### config.mk
export PLATFORM = sky130hd
export DESIGN_NAME = module_led_ctrl
export DESIGN_NICKNAME = d
export VERILOG_FILES = /design/src/rtl/module_led_ctrl.sv
export SDC_FILE = /design/constraint.sdc
export NUM_CORES = 1
export LEC_CHECK = 0
export CORE_MARGIN = 2
export CORE_UTILIZATION = 55
export CTS_CLUSTER_SIZE = 8
export DETAILED_ROUTE_END_ITERATION = 8
export PLACE_DENSITY = 0.75
export SLEW_MARGIN = 20
export SYNTH_ARGS = -nofsm -noshare
export SYNTH_HDL_FRONTEND = slang
export SYNTH_SLANG_ARGS = --single-unit
### constraint.sdc
create_clock -name clk -period 5.15 [get_ports clk]
set_input_delay 0.515 -clock clk [delete_from_list [all_inputs] [get_ports clk]]
set_output_delay 0.515 -clock clk [all_outputs]
set_load 0.01 [all_outputs]
### src/rtl/module_led_ctrl.sv
// module_led_ctrl: configurable 4-LED animation controller (static/blink/chase/count).
// Revision 1.0
`default_nettype none

module module_led_ctrl #(
  parameter int TICK_DIV = 27000000
) (
  input  logic       clk,
  input  logic       rst_n,
  input  logic       en,
  input  logic       cfg_valid,
  output logic       cfg_ready,
  input  logic [1:0] cfg_mode,
  input  logic [3:0] cfg_pattern,
  output logic [3:0] pattern,
  output logic       step_pulse
);

  localparam int CW = (TICK_DIV > 1) ? $clog2(TICK_DIV) : 1;
  localparam logic [CW-1:0] CNT_MAX = CW'(TICK_DIV - 1);

  localparam logic [1:0] MODE_STATIC = 2'b00;
  localparam logic [1:0] MODE_BLINK  = 2'b01;
  localparam logic [1:0] MODE_CHASE  = 2'b10;
  localparam logic [1:0] MODE_COUNT  = 2'b11;

  typedef enum logic [1:0] {
    IDLE = 2'd0,
    LOAD = 2'd1,
    RUN  = 2'd2
  } state_t;

  state_t          state;
  state_t          state_nxt;
  logic [CW-1:0]   presc;
  logic [1:0]      mode_q;
  logic [3:0]      seed;
  logic            phase;
  logic            transfer;
  logic            tick;

  assign transfer = cfg_valid & cfg_ready;
  assign tick     = (state == RUN) & en & (presc == CNT_MAX);

  always_ff @(posedge clk or negedge rst_n) begin
    if (!rst_n) begin
      state <= IDLE;
    end else begin
      state <= state_nxt;
    end
  end

  // A new configuration always wins, including over a coincident tick.
  always_comb begin
    state_nxt = state;
    if (transfer) begin
      state_nxt = LOAD;
    end else begin
      case (state)
        IDLE:    state_nxt = IDLE;
        LOAD:    state_nxt = RUN;
        RUN:     state_nxt = RUN;
        default: state_nxt = IDLE;
      endcase
    end
  end

  always_ff @(posedge clk or negedge rst_n) begin
    if (!rst_n) begin
      cfg_ready  <= 1'b0;
      step_pulse <= 1'b0;
      pattern    <= 4'b0000;
      presc      <= '0;
      mode_q     <= 2'b00;
      seed       <= 4'b0000;
      phase      <= 1'b0;
    end else begin
      cfg_ready  <= (state_nxt != LOAD);
      step_pulse <= tick & ~transfer;
      if (transfer) begin
        mode_q  <= cfg_mode;
        pattern <= cfg_pattern;
        seed    <= cfg_pattern;
        phase   <= 1'b0;
        presc   <= '0;
      end else if (state == IDLE) begin
        pattern <= 4'b0000;
        presc   <= '0;
      end else if (state == RUN && en) begin
        presc <= tick ? '0 : presc + 1'b1;
        if (tick) begin
          case (mode_q)
            MODE_STATIC: pattern <= pattern;
            MODE_BLINK: begin
              phase   <= ~phase;
              pattern <= phase ? seed : 4'b0000;
            end
            MODE_CHASE:  pattern <= {pattern[2:0], pattern[3]};
            MODE_COUNT:  pattern <= pattern + 4'd1;
            default:     pattern <= pattern;
          endcase
        end
      end
    end
  end

endmodule

`default_nettype wire

==> flow_summary.toml, run 1 <==
[finish]
fin_nets = 287
antenna_cells = 0
multi_input_area_mm2 = 0.00133
syn2layout_area_growth_pct = 10.2
nFillCells = 348
drive_above_1_share = 0.0879
final_util = 0.646
final_area_mm2 = 0.00264
regArea_mm2 = 0.00100
fin_cells = 323

[routing]
vias_per_cell = 6.47
met3_length_um = 310
postRouteAntennaNets = 0
post_drt_wl_per_cell_um = 17.3
wl_met2_um = 2550
wl_met1_um = 2650
wl_um = 5580
firstDrtPassIters = 4
vias = 2091
top_layer = "met4"
drc = 0
drt_iter0_drc = 237

[placed_design]
port_buffers = 15
pre_cts_slack_ps = 2440
numPlacedInstances = 316
dp_hpwl_um = 3920
gp_congestion = 0.906
place_area_mm2 = 0.00256

[sta]
fin_crit_ps = 2440
max_freq_mhz = 410
slew_violations = 0
hold_viol = 0
finalSetupViolations = 0
worstMarginPinSlew_ps = 899
holdWs_ps = 346
rsz0062_at_grt = "false"
fin_skew_ps = 9.02
finalCritPeriodShare = 0.474
relSlewSlack = 0.401
setup_tns_ps = 0
setup_ws_ps = 2710

[synthesis]
async_flop_share = 1.00
syn_avg_cell_area_um2 = 9.21
synth-seq-cells = 40
synth_top_area_share = 0.418
synth.distinct_cells = 60
synthTopCellsByArea = "dfrtp_1 42%, nand2_1 6.4%, a21oi_1 2.7%, nand4_1 2.6%, xnor2_1 2.6%"
ys_top_cells_by_count = "41 x nand2_1, 40 x dfrtp_1, 13 x a21oi_1"
synth.most_common_cell = "nand2_1"
synthCells = 260
synthesis.nets = 274
ys.warnings.count = 0
yosysSeqAreaShare = 0.418
netlist_area_mm2 = 0.00239
ys.flop_type = "dfrtp_1"
synth_largest_area_cell = "dfrtp_1"
synth-edff-count = 0

[worst_setup_path]
cp_max_fo = 19
r2r_end = "presc[9]"
crit_arrival_ps = 2570
end_kind = "register"
reg2reg_depth = 6
path_delay_family = "compound AO/OA/AOI/OAI gates"
r2r_slack_ps = 2820
start_kind = "input pin"
cp_cell_sequence = "clkdlybuf4s50_1, and4_1, nand4_1, o21ai_2, nor2_1"
crit_slowest_cell = "o21ai_2"
cp_num_buf_inv = 1
crit_required_ps = 5280
critPathKind = "input pin to register"
r2r_start = "state[0]"
cpPeakStageDelay_ps = 800

[floorplan]
rows = 23
die_area_mm2 = 0.00490
die_h_um = 70.0
ios = 16
initial_core_util = 0.586
fp.dieW_um = 70.0
core-area_mm2 = 0.00409

[clock_tree]
cts.clk_slew.worst_paths_ps = 80
cts_root_buffer = "clkbuf_8"
post_cts_resized = 0
worstSkewPairLatency_ps = 290
ctsHoldBuffers = 0
cts_max_level = 2
clk_path_buf_depth = 2
numCtsBuffers = 5
clock_sinks = 40
post_cts_buffers = 0
tritoncts = "yes"

[grt]
grt_start_max_net_pins = 41
grt_use_total = 0.243
grt_pass1_vias = 1938
grt_first_pass_wirelength_um = 9590
antenna_found_initial = 0
grt_overflow = 0

[power_and_ir_drop]
vdd_ir_drop_max_mv = 0.174
power_density_mw_per_mm2 = 251
power.total_mw = 0.663
leakagePower_nw = 1.01

[job]
drv_cap = 0

[worst_hold_path]
min-delay-path-class = "input pin to async pin"

[run_status]
status = "complete, no violations"
## worst max-delay path by stage
stage / startpoint / end / slack, ps / depth (start not counted)
after floorplan: state[0] / presc[10] / 3360 / 7
after global placement: en / presc[3] / 2550 / 5
after detailed placement: en / presc[9] / 2440 / 5
after CTS: en / presc[9] / 2750 / 5
after global routing: en / presc[9] / 2600 / 5
final: en / presc[9] / 2710 / 5
## routing by layer
layer,up-vias,global-route usage
li1,1009,-
met1,1012,0.359
met2,61,0.360
met3,9,0.0620
met4,0,0.0577
met5,-,0
## cell usage in the layout, fill, tap and decap left out, types with 4 or more instances in the layout
| cell | synthesis | layout |
|---|---|---|
| and4_1 | 6 | 6 |
| nor4_1 | 8 | 8 |
| inv_1 | 6 | 6 |
| dfrtp_1 | 40 | 40 |
| or3_1 | 6 | 6 |
| o21ai_0 | 9 | 9 |
| and2_1 | 4 | 4 |
| o31ai_1 | 5 | 5 |
| nor2_1 | 11 | 11 |
| nor3_1 | 4 | 4 |
| nand3_1 | 10 | 10 |
| ha_1 | 4 | 4 |
| nand4_1 | 10 | 10 |
| clkdlybuf4s50_1 | 0 | 14 |
| nand2_1 | 41 | 41 |
| clkbuf_8 | 0 | 5 |
| xnor2_1 | 7 | 7 |
| nand3b_1 | 4 | 4 |
| or4_1 | 8 | 8 |
| a21oi_1 | 13 | 13 |
## layout make-up
type,instances,area share
multi-input cells,204,0.503
flip-flops and latches,40,0.379
repair buffers,15,0.0550
inverters,7,0.00996
clock buffers,6,0.0275
well taps,50,0.0237
clock inverters,1,0.00190
## logic make-up after synthesis
kind of cell             Yosys count  share of synthesized area
XOR/XNOR                          10                     0.0366
buffers and inverters             16                     0.0282
adder cells (fa/ha/maj)            4                     0.0209
multiplexers                       4                     0.0183
flip-flops                        40                      0.418
AO/OA/AOI/OAI                     51                      0.145
AND/OR/NAND/NOR                  135                      0.333
## power breakdown
part | internal, mW | switching [mW] | total [mW]
Clock | 0.0921 | 0.105 | 0.197
Combinational | 0.0495 | 0.0641 | 0.114
Sequential | 0.330 | 0.0219 | 0.352
## flip-flops by register name, summed over array words and instances (netlist names)
signal and count:
seed 4, cfg_ready 1, mode_q 2, phase 1, state 2, step_pulse 1, pattern 4, presc 25
(Power assumes the default switching activity.)
==> run 2: changes to the inputs <==
--- a/config.mk
+++ b/config.mk
@@ -6,10 +6,10 @@
 export NUM_CORES = 1
 export LEC_CHECK = 0
 export CORE_MARGIN = 2
-export CORE_UTILIZATION = 55
+export CORE_UTILIZATION = 53
 export CTS_CLUSTER_SIZE = 8
 export DETAILED_ROUTE_END_ITERATION = 8
-export PLACE_DENSITY = 0.75
+export PLACE_DENSITY = 0.76
 export SLEW_MARGIN = 20
 export SYNTH_ARGS = -nofsm -noshare
 export SYNTH_HDL_FRONTEND = slang
==> constraint.sdc (replaced) <==
create_clock -name clk -period 2.2 [get_ports clk]
set_input_delay 0.22 -clock clk [delete_from_list [all_inputs] [get_ports clk]]
set_output_delay 0.22 -clock clk [all_outputs]
set_load 0.01 [all_outputs]
==> run 2 against run 1 <==
Effect of this change:
- via count is 3.1% higher
- die area is 3.6% higher
- setup slack worse by 2400 ps
- combinational power grew to 2.5 times the previous value
- flip-flop and latch count stayed put
- non-clock buffer count is 10 higher
- sequential share of layout area is 1.3 points lower
- count of clock-buffer cells in the layout is 1 higher
- wire length is 1.2% higher
- worst hold slack worse by 310 ps
- critical path type is now register to register
- highest routed layer unchanged
==> flow_summary.toml, run 2 (synthesis results as in run 1) <==
[sta]
rsz0062_at_grt = "false"
slew_violations = 0
relSlewSlack = 0.400
fin_crit_ps = 1910
holdWs_ps = 35.7
finalCritPeriodShare = 0.869
setup_tns_ps = 0
setup_ws_ps = 288
fin_skew_ps = 5.24
max_freq_mhz = 523
finalSetupViolations = 0
hold_viol = 0
worstMarginPinSlew_ps = 900

[job]
drv_cap = 0

[power_and_ir_drop]
power_density_mw_per_mm2 = 598
p_comb_frac = 0.175
internal_power_mw = 1.19
swShare = 0.273
leakagePower_nw = 1.06
switchingPower_mw = 0.447
clkPwrFrac = 0.320
vdd_ir_drop_max_mv = 0.490
seq_power_share = 0.505

[routing]
vias_per_cell = 6.44
wl_um = 5640
firstDrtPassIters = 4
post_drt_wl_per_cell_um = 16.8
vias = 2156
wl_met2_um = 2580
wl_met1_um = 2570
postRouteAntennaNets = 0
met3_length_um = 345
top_layer = "met4"
drc = 0
drt_iter0_drc = 202

[floorplan]
rows = 24
die_h_um = 71.2
die_area_mm2 = 0.00507
fp.dieW_um = 71.2
ios = 16
initial_core_util = 0.550
core-area_mm2 = 0.00435

[grt]
grt_overflow = 0
antenna_found_initial = 0
grt_pass1_vias = 2027
grt_start_max_net_pins = 41
grt_use_total = 0.245
grt_first_pass_wirelength_um = 9800

[finish]
top_regs = "presc: 25 flops, pattern: 4 flops, seed: 4 flops"
largest_register_ffs = 25
syn2layout_area_growth_pct = 14.2
antenna_cells = 0
final_cell_mix = "41 x nand2_1, 40 x dfrtp_1, 14 x clkdlybuf4s50_1, 13 x a21oi_1, 11 x nor2_1"
fin_cells = 335
fin_nets = 297
final_util = 0.628
layout_commonest_cell = "nand2_1"
drive_above_1_share = 0.124
largest_register = "presc"

[clock_tree]
cts.clk_slew.worst_paths_ps = 70
ctsHoldBuffers = 0
clk_path_buf_depth = 2
post_cts_buffers = 0
numCtsBuffers = 5
clock_sinks = 40
cts_max_level = 2
tritoncts = "yes"
cts_root_buffer = "clkbuf_8"
worstSkewPairLatency_ps = 290
post_cts_resized = 0

[placed_design]
dp_hpwl_um = 4080
gp_congestion = 0.897
numPlacedInstances = 325
port_buffers = 15
pre_cts_slack_ps = 251

[worst_setup_path]
crit_required_ps = 2400
cp_num_buf_inv = 0
end_kind = "register"
crit_slowest_cell = "or4_4"
critPathKind = "register to register"
cp_max_fo = 8
cp_cell_sequence = "nand4_1, or4_4, o31a_1, nor3_1"
start_kind = "register"
crit_arrival_ps = 2110
cpPeakStageDelay_ps = 590
path_delay_family = "simple AND/OR/NAND/NOR gates"

[worst_hold_path]
min-delay-path-class = "input pin to async pin"

[run_status]
status = "complete, no violations"
run 2: cell count changes in the layout (fill, tap and decap cells not counted):
cell / change
clkbuf_8: +2
clkinv_2: -1
buf_4: +10
clkbuf_1: -1
run 2: final cells by class:
cell class	count	area, µm²
Fill cell	365	1620
Multi-Input combinational cell	204	1330
Sequential cell	40	1000
Timing Repair Buffer	25	220
Clock buffer	7	96.3
Tap cell	52	65.1
Inverter	7	26.3
run 2: worst paths after layout:
check | startpoint | endpoint | slack (ps) | cells past startpoint
min in group clk | cfg_mode[1] | mode_q[1] | 450 | 3
setup reg to reg | presc[15] | presc[24] | 290 | 4
max in group asynchronous | rst_n | presc[5] | 1580 | 1
setup / recovery | presc[15] | presc[24] | 290 | 4
hold / removal | rst_n | presc[10] | 40 | 1
hold reg to reg | seed[3] | seed[3] | 490 | 2
run 2: per-layer routing:
metal,track usage,vias to the layer above
li1,-,1031
met1,0.333,1049
met2,0.378,59
met3,0.0661,17
met4,0.0881,0
met5,0,-
run 2: per-stage QoR:
| step | cell area [µm²] | power (mW) |
|---|---|---|
| detailed placement | 2620 | 1.12 |
| global route | 2740 | 1.72 |
| global placement | 2620 | 1.12 |
| CTS | 2710 | 1.64 |
| finish | 2740 | 1.63 |
| floorplan | 2390 | 0.988 |
run 2: power groups by stage:
| stage | sequential, mW | combinational (mW) | clock (mW) |
|---|---|---|---|
| 2_1_floorplan | 0.825 | 0.162 | 0 |
| 3_3_place_gp | 0.838 | 0.283 | 0 |
| 3_5_place_dp | 0.838 | 0.283 | 0 |
| 4_1_cts | 0.824 | 0.287 | 0.534 |
| 5_1_grt | 0.831 | 0.320 | 0.570 |
| 6_report | 0.825 | 0.286 | 0.523 |
